File: src/rtl/ram32_bus_arbiter.sv
// ram32_bus_arbiter: shares the single-port RAM32 macro between the host byte
// port, the SERV dbus and the SERV ibus with fixed priority host > dbus > ibus.
// Every transaction walks IDLE -> ISSUE -> RESP, so the ack lands two cycles
// after the request is sampled and lines up with the RAM's registered read data.
//
// Ports:
//   clk, rst_n                       clock, synchronous active-low reset
//   cpu_halt                         blocks new ibus/dbus grants
//   host_req/we/addr/wdata           host byte request (held until host_ack)
//   host_rdata, host_ack             host read byte and completion pulse
//   ibus_cyc/adr, ibus_rdt/ack       SERV instruction fetch port
//   dbus_cyc/adr/we/dat/sel          SERV data request
//   dbus_rdt, dbus_ack               SERV data response
//   ram_en/a/we/di, ram_do           RAM32 macro port 0
module ram32_bus_arbiter #(
    parameter int unsigned ADDR_W      = 5,
    parameter bit          CHECK_RANGE = 1'b1
) (
    input  logic                clk,
    input  logic                rst_n,
    input  logic                cpu_halt,
    input  logic                host_req,
    input  logic                host_we,
    input  logic [ADDR_W+1:0]   host_addr,
    input  logic [7:0]          host_wdata,
    output logic [7:0]          host_rdata,
    output logic                host_ack,
    input  logic                ibus_cyc,
    input  logic [31:0]         ibus_adr,
    output logic [31:0]         ibus_rdt,
    output logic                ibus_ack,
    input  logic                dbus_cyc,
    input  logic [31:0]         dbus_adr,
    input  logic                dbus_we,
    input  logic [31:0]         dbus_dat,
    input  logic [3:0]          dbus_sel,
    output logic [31:0]         dbus_rdt,
    output logic                dbus_ack,
    output logic                ram_en,
    output logic [ADDR_W-1:0]   ram_a,
    output logic [3:0]          ram_we,
    output logic [31:0]         ram_di,
    input  logic [31:0]         ram_do
);

    localparam int unsigned BYTE_ADDR_W = ADDR_W + 2;

    typedef enum logic [1:0] {S_IDLE, S_ISSUE, S_RESP} state_t;
    typedef enum logic [1:0] {G_NONE, G_HOST, G_DBUS, G_IBUS} grant_t;

    state_t     state;
    grant_t     grant;
    logic [1:0] lane_q;
    logic       oor_q;
    logic [3:0] ram_we_q;

    logic dbus_in_range_c;
    logic ibus_in_range_c;
    logic unused_c;

    // CPU addresses above the RAM window never reach the macro.
    assign dbus_in_range_c = !CHECK_RANGE || ((dbus_adr >> BYTE_ADDR_W) == 32'd0);
    assign ibus_in_range_c = !CHECK_RANGE || ((ibus_adr >> BYTE_ADDR_W) == 32'd0);

    // Word-aligned CPU buses ignore the byte offset.
    assign unused_c = ^{dbus_adr[1:0], ibus_adr[1:0]};

    // Reset held during ISSUE must not let a write slip into the RAM.
    assign ram_we = ram_we_q & {4{rst_n}};

    // Transaction FSM; RAM controls are registered at grant and live for ISSUE only.
    always_ff @(posedge clk) begin
        if (!rst_n) begin
            state    <= S_IDLE;
            grant    <= G_NONE;
            lane_q   <= 2'd0;
            oor_q    <= 1'b0;
            host_ack <= 1'b0;
            ibus_ack <= 1'b0;
            dbus_ack <= 1'b0;
            ram_en   <= 1'b0;
            ram_we_q <= 4'd0;
            ram_a    <= '0;
            ram_di   <= 32'd0;
        end else begin
            case (state)
                S_IDLE: begin
                    if (host_req) begin
                        grant    <= G_HOST;
                        state    <= S_ISSUE;
                        lane_q   <= host_addr[1:0];
                        oor_q    <= 1'b0;
                        ram_en   <= 1'b1;
                        ram_a    <= host_addr[BYTE_ADDR_W-1:2];
                        ram_we_q <= host_we ? (4'b0001 << host_addr[1:0]) : 4'd0;
                        ram_di   <= {4{host_wdata}};
                    end else if (!cpu_halt && dbus_cyc) begin
                        grant    <= G_DBUS;
                        state    <= S_ISSUE;
                        oor_q    <= !dbus_in_range_c;
                        ram_en   <= dbus_in_range_c;
                        ram_a    <= dbus_adr[BYTE_ADDR_W-1:2];
                        ram_we_q <= (dbus_we && dbus_in_range_c) ? dbus_sel : 4'd0;
                        ram_di   <= dbus_dat;
                    end else if (!cpu_halt && ibus_cyc) begin
                        grant    <= G_IBUS;
                        state    <= S_ISSUE;
                        oor_q    <= !ibus_in_range_c;
                        ram_en   <= ibus_in_range_c;
                        ram_a    <= ibus_adr[BYTE_ADDR_W-1:2];
                        ram_we_q <= 4'd0;
                        ram_di   <= 32'd0;
                    end
                end
                S_ISSUE: begin
                    ram_en   <= 1'b0;
                    ram_we_q <= 4'd0;
                    host_ack <= (grant == G_HOST);
                    dbus_ack <= (grant == G_DBUS);
                    ibus_ack <= (grant == G_IBUS);
                    state    <= S_RESP;
                end
                S_RESP: begin
                    host_ack <= 1'b0;
                    dbus_ack <= 1'b0;
                    ibus_ack <= 1'b0;
                    grant    <= G_NONE;
                    state    <= S_IDLE;
                end
                default: begin
                    state <= S_IDLE;
                    grant <= G_NONE;
                end
            endcase
        end
    end

    // Read data comes straight from the macro during RESP, zero otherwise.
    assign ibus_rdt = (ibus_ack && !oor_q) ? ram_do : 32'd0;
    assign dbus_rdt = (dbus_ack && !oor_q) ? ram_do : 32'd0;

    // Host byte lane picked with the offset captured at grant.
    always_comb begin
        host_rdata = 8'd0;
        if (host_ack) begin
            case (lane_q)
                2'd0:    host_rdata = ram_do[7:0];
                2'd1:    host_rdata = ram_do[15:8];
                2'd2:    host_rdata = ram_do[23:16];
                default: host_rdata = ram_do[31:24];
            endcase
        end
    end

endmodule
File: config.mk
export PLATFORM = sky130hd
export DESIGN_NAME = ram32_bus_arbiter
export DESIGN_NICKNAME = d
export VERILOG_FILES = /design/src/rtl/ram32_bus_arbiter.sv
export SDC_FILE = /design/constraint.sdc
export NUM_CORES = 1
export LEC_CHECK = 0
export BUFFER_PORTS_ARGS = -buffer_cell sky130_fd_sc_hd__buf_2
export CELL_PAD_IN_SITES_DETAIL_PLACEMENT = 1
export CELL_PAD_IN_SITES_GLOBAL_PLACEMENT = 2
export CORE_MARGIN = 3
export CORE_UTILIZATION = 17
export CTS_CLUSTER_DIAMETER = 60
export DETAILED_ROUTE_END_ITERATION = 12
export GPL_ROUTABILITY_DRIVEN = 0
export PLACE_DENSITY_LB_ADDON = 0.1
export SETUP_SLACK_MARGIN = 0.05
export SLEW_MARGIN = 20
export SYNTH_ARGS = -nofsm -noshare
export SYNTH_HDL_FRONTEND = slang
export SYNTH_SLANG_ARGS = --single-unit
File: constraint.sdc
create_clock -name clk -period 1.6 [get_ports clk]
set_input_delay 0.4 -clock clk [delete_from_list [all_inputs] [get_ports clk]]
set_output_delay 0.4 -clock clk [all_outputs]
set_load 0.1 [all_outputs]
---- Yosys cells after proc, flatten, opt, wreduce, memory -nomap -nowiden ----
Index checks and enable logic that the tools add are counted.
storage, ports and cells
  bits in registers ....................... 52
  input port bits ......................... 155
operators by class
  eq/ne operators ......................... 8
  shift operators ......................... 1
  muxes and demuxes ....................... 34
  bitwise logic cells ..................... 2
  reductions and logical operators ........ 20
operator list
  kind                                             number
  2-to-1 mux 32 bit                                5
  logical NOT 32 bit                               2
  case mux 8 bit (3 select lines)                  1
  2-to-1 mux 4 bit                                 5
  2-to-1 mux 5 bit                                 3
  2-to-1 mux 2 bit                                 6
  == test 2 bit, second input constant             4
  2-to-1 mux 8 bit                                 1
  case mux 1 bit (2 select lines)                  4
  case mux 2 bit (2 select lines)                  2
  case mux 4 bit (2 select lines)                  1
  AND reduction 2 bit                              4
  == test 2 x 1 -> 1 bit, second input constant    3
  2-to-1 mux 1 bit                                 6
  logical AND 1 bit                                5
  AND 4 bit                                        1
  logical NOT 1 bit                                4
  logical NOT 2 bit                                2
  inequality test 4 bit, second input constant     1
  nonzero test 2 bit                               2
  left shift 1 x 2 -> 4 bit, first input constant  1
  nonzero test 3 bit                               1
  inverter 1 bit                                   1

---- Logic depth before layout (Yosys ltp) ----
Gate-level depths: netlist (run 1).
  depth in word-level cells ............... 6
  gate-level depth with buffers ........... 7
  depth with buffers taken out ............ 6

---- Worst setup path after synthesis (run 1) ----
Ideal clock, no wire load.
  path kind ............................... flip-flop to output port
  from .................................... reg ibus_ack
  to ...................................... out ibus_rdt[10]
  arrival time ............................ 2,249 ps
  required time ........................... 1,200 ps
  setup slack ............................. -1,049 ps
  cell stages (with the launch flop) ...... 4
  path buffers ............................ 1
  cells stage by stage .................... dfxtp_1 nor2b_1 clkbuf_1 and2_1
between the ends
  word-level cells in the longest chain between the ends .. 2
RTL lines
  item                      RTL line  text
  start: declaration        31        output logic ibus_ack,
  start signal: assignment  120       ibus_ack <= (grant == G_IBUS);
  logical AND 1 bit         139       assign ibus_rdt = (ibus_ack && !oor_q) ? ram_do : 32'd0;
  2-to-1 mux 32 bit         139
  end: declaration          30        output logic [31:0] ibus_rdt,
No other way between the ends.

---- Final worst setup path (run 1) ----
  from .................................... reg lane_q[0]
  to ...................................... out host_rdata[5]
between the ends
  word-level cells in the longest chain between the ends .. 3
RTL lines
  item                                         RTL line  text
  start: declaration                           53        logic [1:0] lane_q;
  start signal: assignment                     91        lane_q <= host_addr[1:0];
  == test 2 bit, or another cell as far along  146       case (lane_q)
  case mux 8 bit (3 select lines) *            146
  2-to-1 mux 8 bit *                           145       if (host_ack) begin
  end: declaration                             26        output logic [7:0] host_rdata,
Mark *: on every way between the ends. The rest lies on a longest branch, timed or not.

==> metrics.md, run 1 <==
| Metric | Value |
|---|---|
| CTS tree | done |
| Die Wd | 142 µm |
| Inst Count DP | 908 |
| Avg Cell Area, Syn | 8.09 µm² |
| Initial Utilization | 0.177 |
| Clk buf depth | 2 |
| Antenna fix cells | 0 |
| Clock latency on the worst-skew pair | 310 ps |
| WP buf/inv | 2 |
| Met2 Use GR | 0.298 |
| WS Path Type | flop to primary output |
| DRC | 0 |
| Failing checks | negative setup slack |
| CP Launch Type | flop |
| Area growth syn-to-layout | 121% |
| Final hold violations | 0 |
| CP required | 1200 ps |
| Gr usage total | 0.156 |
| GR Overflow Total | 0 |
| #FFs+latches synth | 52 |
| Ratio of cells with drive above 1 in the final layout | 0.637 |
| Endpoints failing setup | 72 |
| Die ar. | 20000 µm² |
| Vias in the first global route | 4295 |
| Layout filler cell count | 2079 |
| Ys async rst share | 0 |
| Post-synthesis cell count | 386 |
| Setup crit end kind | primary output |
| PortBufs | 267 |
| RSZ-0062 raised after global routing | yes |
| CTS root buf | clkbuf_16 |
| Worst vdd ir | 450 µV |
| Routing usage on met3 | 0.0357 |
| Final min period | 2030 ps |
| Hold-fix buffers, CTS | 0 |
| Relative slew slack | 0.658 |
| Vias/cell | 4.33 |
| WHS | 322 ps |
| Syn Nets | 544 |
| # nets final | 859 |
| Core Area | 17700 µm² |
| First-pass GRT wire length | 24.6 mm |
| Pin count of the biggest net entering global routing | 34 |
| CP max stage cell | mux4_2 |
| H-tree Lvls | 2 |
| Final setup TNS | -14890 ps |
| Crit-path max cell delay | 490 ps |
| Max Cap Viol | 0 |
| Final HPWL DP | 13.1 mm |
| Rows | 48 |
| HP Class | primary input to flop |
| Met1 Usage GRT | 0.174 |
| Arr. time, crit path | 1630 ps |
| GR peak layer | met2 |
| Setup ws final | -433 ps |
| Remaining antenna violation count after routing | 0 |
| Status | complete, but fails checks |
| DR iter-0 viols | 92 |
| Final Max Slew Viols | 0 |
| Clock sink count | 52 |
| Post-DR wirelength/cell | 17.7 µm |
| Slew @ Worst Pin | 517 ps |
| Routed WL | 16.4 mm |
| Peak Freq | 0.492 GHz |
| Worst-path cell chain | buf_12, mux4_2, and2_4, buf_12 |
| Post-synth EDFFs | 0 |
| Period Utilization, post-route | 1.27 |
| P_leak | 3.08 nW |
| Post-synthesis cell type count | 42 |
| Max Fanout on Critical Path | 8 |
| Pre-CTS WS | -252 ps |
| Initial antenna violation count | 0 |
| First drt pass iteration count | 4 |
| Power per Cell Area | 716 nW/µm² |
| Post-synthesis sequential area ratio | 0.333 |
| Warnings from Yosys | 0 |
| Power after layout | 4.95 mW |
| Cts bufs inserted | 5 |
| DR vias | 4018 |
| Top Family by Delay on Critical Path | multiplexers |
| Ports | 272 |
| Mapped cell area | 3120 µm² |
| Synth Flop Type | dfxtp_1 |
| Clock-pin slew on the worst setup and hold paths | 80 ps |
| Most frequent CP cell | buf_12 |
| Clock Skews | 11.3 ps |
| Fin cells | 927 |
| Die extent in y | 142 µm |
## power breakdown
part	switching, mW	total (mW)	internal (mW)
Clock	0.569	1.17	0.605
Combinational	1.57	2.26	0.692
Sequential	0.0837	1.52	1.43
## cells by family after synthesis
kind of cell / after synthesis / synth area share
compound gates: 96 / 0.190
fa+ha+maj: 3 / 0.0120
buf+inv: 36 / 0.0533
flops: 52 / 0.333
mux: 15 / 0.0821
simple gates: 184 / 0.330
## metrics by stage
step                cell area [µm²]   util
finish                         6910  0.392
global placement               6400  0.363
detailed placement             6400  0.363
global route                   6910  0.392
floorplan                      3360      -
CTS                            6840  0.388
## routing by layer
layer	wire, µm	up-vias	part of all wire
met5	0	-	0
met4	233	0	0.014
met3	908	13	0.055
met2	8930	125	0.54
met1	6320	1881	0.39
li1	-	1999	-
## synth_stat cells (all sizes together), types with 3 or more instances
library cell | number | share of area
nor2b | 9 | 0.018
mux4 | 8 | 0.058
ha | 3 | 0.012
clkbuf | 15 | 0.018
a21oi | 13 | 0.021
mux2 | 5 | 0.018
dfxtp | 52 | 0.33
nor4 | 12 | 0.031
nor2 | 10 | 0.012
nor3 | 3 | 0.0048
a221o | 4 | 0.013
a31oi | 32 | 0.064
nand2b | 6 | 0.012
o21ai | 34 | 0.058
and2 | 76 | 0.15
inv | 7 | 0.0084
o211ai | 5 | 0.012
nand3 | 6 | 0.0096
nand2 | 53 | 0.064
buf | 14 | 0.027
## layout by cell type (no fill, tap or decap), types with 2 or more instances in the layout
cell / n
buf_2: 187
buf_12: 87
and2_4: 72
buf_4: 54
nand2_1: 53
dfxtp_1: 46
o21ai_1: 32
a31oi_1: 32
a21oi_1: 12
nor4_1: 10
nor2_1: 9
mux4_2: 8
inv_1: 6
nor2b_1: 6
nand2b_1: 6
clkbuf_16: 6
mux2_1: 5
o211ai_1: 5
nand3_1: 5
and2_1: 4
a221o_1: 4
dfxtp_4: 4
buf_6: 4
nor3_1: 3
buf_16: 3
nor2b_4: 2
nand4_1: 2
nand4b_1: 2
mux2i_1: 2
ha_4: 2
inv_6: 2
dfxtp_2: 2
## path summary, 6_finish.rpt
path	endpoint	startpoint	slack, ps	depth (start not counted)
max	host_rdata[5]	lane_q[0]	-430	4
min	ram_we_q[3]	dbus_sel[3]	320	2
max reg2reg	oor_q	state[0]	130	6
min reg2reg	ram_a[2]	ram_a[2]	460	2
## flip-flops by register name (all words and copies together) (netlist names), 2 cells and up
signal,count
grant,2
lane_q,2
ram_a,5
ram_di,32
ram_we_q,4
state,2
## what timing repair did
item | in CTS | in global routing
cloned | 4 | 1
endpoints found under the setup margin | 73 | 79
setup buffers | 5 | 2
resized for setup | 45 | 12
pin swaps | 2 | 11
## layout make-up
cell class | count | area (µm²) | area share
clock buffer | 5 | 125 | 0.0181
sequential | 52 | 1060 | 0.153
timing repair buffer | 337 | 3240 | 0.469
inverter | 7 | 26.3 | 0.00380
clock inverter | 3 | 28.8 | 0.00416
multi-input combinational | 298 | 2150 | 0.311
tap | 225 | 282 | 0.0407
No activity file was read; power rests on OpenSTA's default activity.
==> run 2: changes to the inputs <==
--- a/config.mk
+++ b/config.mk
@@ -15,6 +15,7 @@
 export GPL_ROUTABILITY_DRIVEN = 0
 export PLACE_DENSITY_LB_ADDON = 0.1
 export SETUP_SLACK_MARGIN = 0.05
+export SKIP_CTS_REPAIR_TIMING = 1
 export SLEW_MARGIN = 20
 export SYNTH_ARGS = -nofsm -noshare
 export SYNTH_HDL_FRONTEND = slang
==> run 2 against run 1 <==
Net effect:
- the run still ends with negative setup slack left
- die area is the same
- hold slack is essentially flat
- sequential power is essentially flat
- setup slack gained 2.7 ps
- maximum frequency grew 0.13%
- critical path depth is the same
- wire length shrank 0.51%
- clock power is essentially flat
- via count shrank 0.70%
- critical path type unchanged
- highest routed layer unchanged
==> metrics.md, run 2 (synthesis gave the netlist of run 1 again) <==
| Metric | Value |
|---|---|
| Commonest non-fill, non-tap cells in the layout | buf_2, buf_12, and2_4, buf_4, nand2_1 |
| CP required | 1200 ps (about the same) |
| Final HPWL DP | 13.1 mm (unchanged) |
| First-pass GRT wire length | 23.9 mm (-2.9%) |
| RSZ-0062 raised after global routing | yes |
| H-tree Lvls | 2 (unchanged) |
| FF-to-FF Start | state[0] |
| Period Utilization, post-route | 1.27 (-0.00170) |
| Ratio of cells with drive above 1 in the final layout | 0.635 (-0.00208) |
| Vias in the first global route | 4205 (-2.1%) |
| Worst R2R End | ram_en |
| Initial antenna violation count | 0 (unchanged) |
| PortBufs | 267 (unchanged) |
| Cts bufs inserted | 5 (unchanged) |
| Worst r2r path cells | 7 (+1) |
| Max Fanout on Critical Path | 8 (unchanged) |
| WS Path Type | flop to primary output |
| Initial Utilization | 0.177 (unchanged) |
| Multi-input logic area | 2150 µm² (unchanged) |
| Ports | 272 (unchanged) |
| Gr usage total | 0.150 (-0.00606) |
| DP Area | 6400 µm² (unchanged) |
| Worst hold path cell count | 2 (unchanged) |
| CTS root buf | clkbuf_16 |
| Status | complete, but fails checks |
| CTS tree | done |
| Endpoints failing setup | 72 (unchanged) |
| Clock sink count | 52 (unchanged) |
| DR vias | 3990 (-0.70%) |
| Power after layout | 4.95 mW (about the same) |
| Die Wd | 142 µm (unchanged) |
| Area growth syn-to-layout | 119% |
| CP Launch Type | flop |
| Pin count of the biggest net entering global routing | 34 (unchanged) |
| Setup ws final | -430 ps (+2.71 ps) |
| Relative slew slack | 0.660 (+0.00228) |
| Vias/cell | 4.32 (-0.27%) |
| # nets final | 855 (-0.47%) |
| Worst vdd ir | 450 µV (about the same) |
| Reg area | 1060 µm² (-0.24%) |
| Fin cells | 923 (-0.43%) |
| Hold Crit Endpoint | ram_we_q[3] |
| Arr. time, crit path | 1630 ps (about the same) |
| Final Max Slew Viols | 0 (unchanged) |
| Inst Count DP | 908 (unchanged) |
| R2R setup slack | 130 ps (about the same) |
| Antenna fix cells | 0 (unchanged) |
| Final Instance Area | 6840 µm² (-1.1%) |
| Failing checks | negative setup slack |
| Final min period | 2030 ps (-2.71 ps) |
| Clk buf depth | 2 (unchanged) |
| Slew @ Worst Pin | 514 ps (-3.45 ps) |
| Setup crit end kind | primary output |
| Power per Cell Area | 724 nW/µm² (+1.1%) |
| Largest regs | ram_di x32, ram_a x5, ram_we_q x4 |
| Final hold violations | 0 (unchanged) |
| Rows | 48 (unchanged) |
| Clock-pin slew on the worst setup and hold paths | 80 ps (about the same) |
| GR Overflow Total | 0 (unchanged) |
| Post-DR wirelength/cell | 17.7 µm (about the same) |
| Routed WL | 16.3 mm (-0.51%) |
| Remaining antenna violation count after routing | 0 (unchanged) |
| Die extent in y | 142 µm (unchanged) |
| Top reg by flops | ram_di |
| Peak Freq | 0.493 GHz (+0.13%) |
| Die ar. | 20000 µm² (unchanged) |
| Max reg flops | 32 (unchanged) |
| Clock latency on the worst-skew pair | 310 ps (about the same) |
| Final Util | 0.387 (-0.00439) |
| HP Start | dbus_sel[3] |
| Layout filler cell count | 2080 (+0.048%) |
| Clock Skews | 12.5 ps (+1.20 ps) |
| HP Class | primary input to flop |
| First drt pass iteration count | 4 (unchanged) |
| Core Area | 17700 µm² (unchanged) |
| Commonest non-fill, non-tap cell in the layout | buf_2 |
| Max Cap Viol | 0 (unchanged) |
| P_leak | 3.04 nW (-1.1%) |
| WHS | 322 ps (-0.240 ps) |
| DR iter-0 viols | 107 (+16%) |
| DRC | 0 (unchanged) |
-- run 2: cell count changes in the layout (fill, tap and decap cells not counted), sizes merged --
cell	delta
buf	-6
clkbuf	+2
-- run 2: layout make-up --
type / instances / share of cell area
sequential: 52 / 0.154
multi-input combinational: 298 / 0.315
tap: 225 / 0.0412
inverter: 7 / 0.00384
timing repair buffer: 333 / 0.463
clock buffer: 5 / 0.0183
clock inverter: 3 / 0.00421
-- run 2: per-layer routing --
layer	routed length, µm	track usage
met1	6410	0.171
met2	8810	0.282
met3	886	0.0354
met4	186	0.0338
met5	0	0
-- run 2: worst max-delay path: stages, from the launching register on --
cell and delay (ps):
dfxtp_2 350, buf_12 140, mux4_2 490, and2_4 180
buf_12 160
-- run 2: power breakdown --
group / switching [mW] / total [mW] / leakage [nW] / internal, mW
clock: 0.568 / 1.17 / 0.0767 / 0.605
sequential: 0.0837 / 1.52 / 0.432 / 1.43
combinational: 1.57 / 2.26 / 2.53 / 0.690
-- run 2: through the flow --
step,TNS [ps],setup WS [ps]
6_report,-17940,-430
5_1_grt,-22660,-477
4_1_cts,-18460,-592
3_5_place_dp,-2840,-252
3_3_place_gp,-2500,-234
2_1_floorplan,-3430,-55.2
-- run 2: worst max path at each step --
stage,startpoint,to,cells after the start,slack (ps)
6_report,lane_q[0],host_rdata[5],4,-430
5_1_grt,lane_q[0],host_rdata[6],4,-480
4_1_cts,lane_q[0],host_rdata[2],4,-590
3_3_place_gp,lane_q[0],host_rdata[0],4,-230
2_1_floorplan,ibus_ack,ibus_rdt[10],3,-60
3_5_place_dp,lane_q[0],host_rdata[2],4,-250
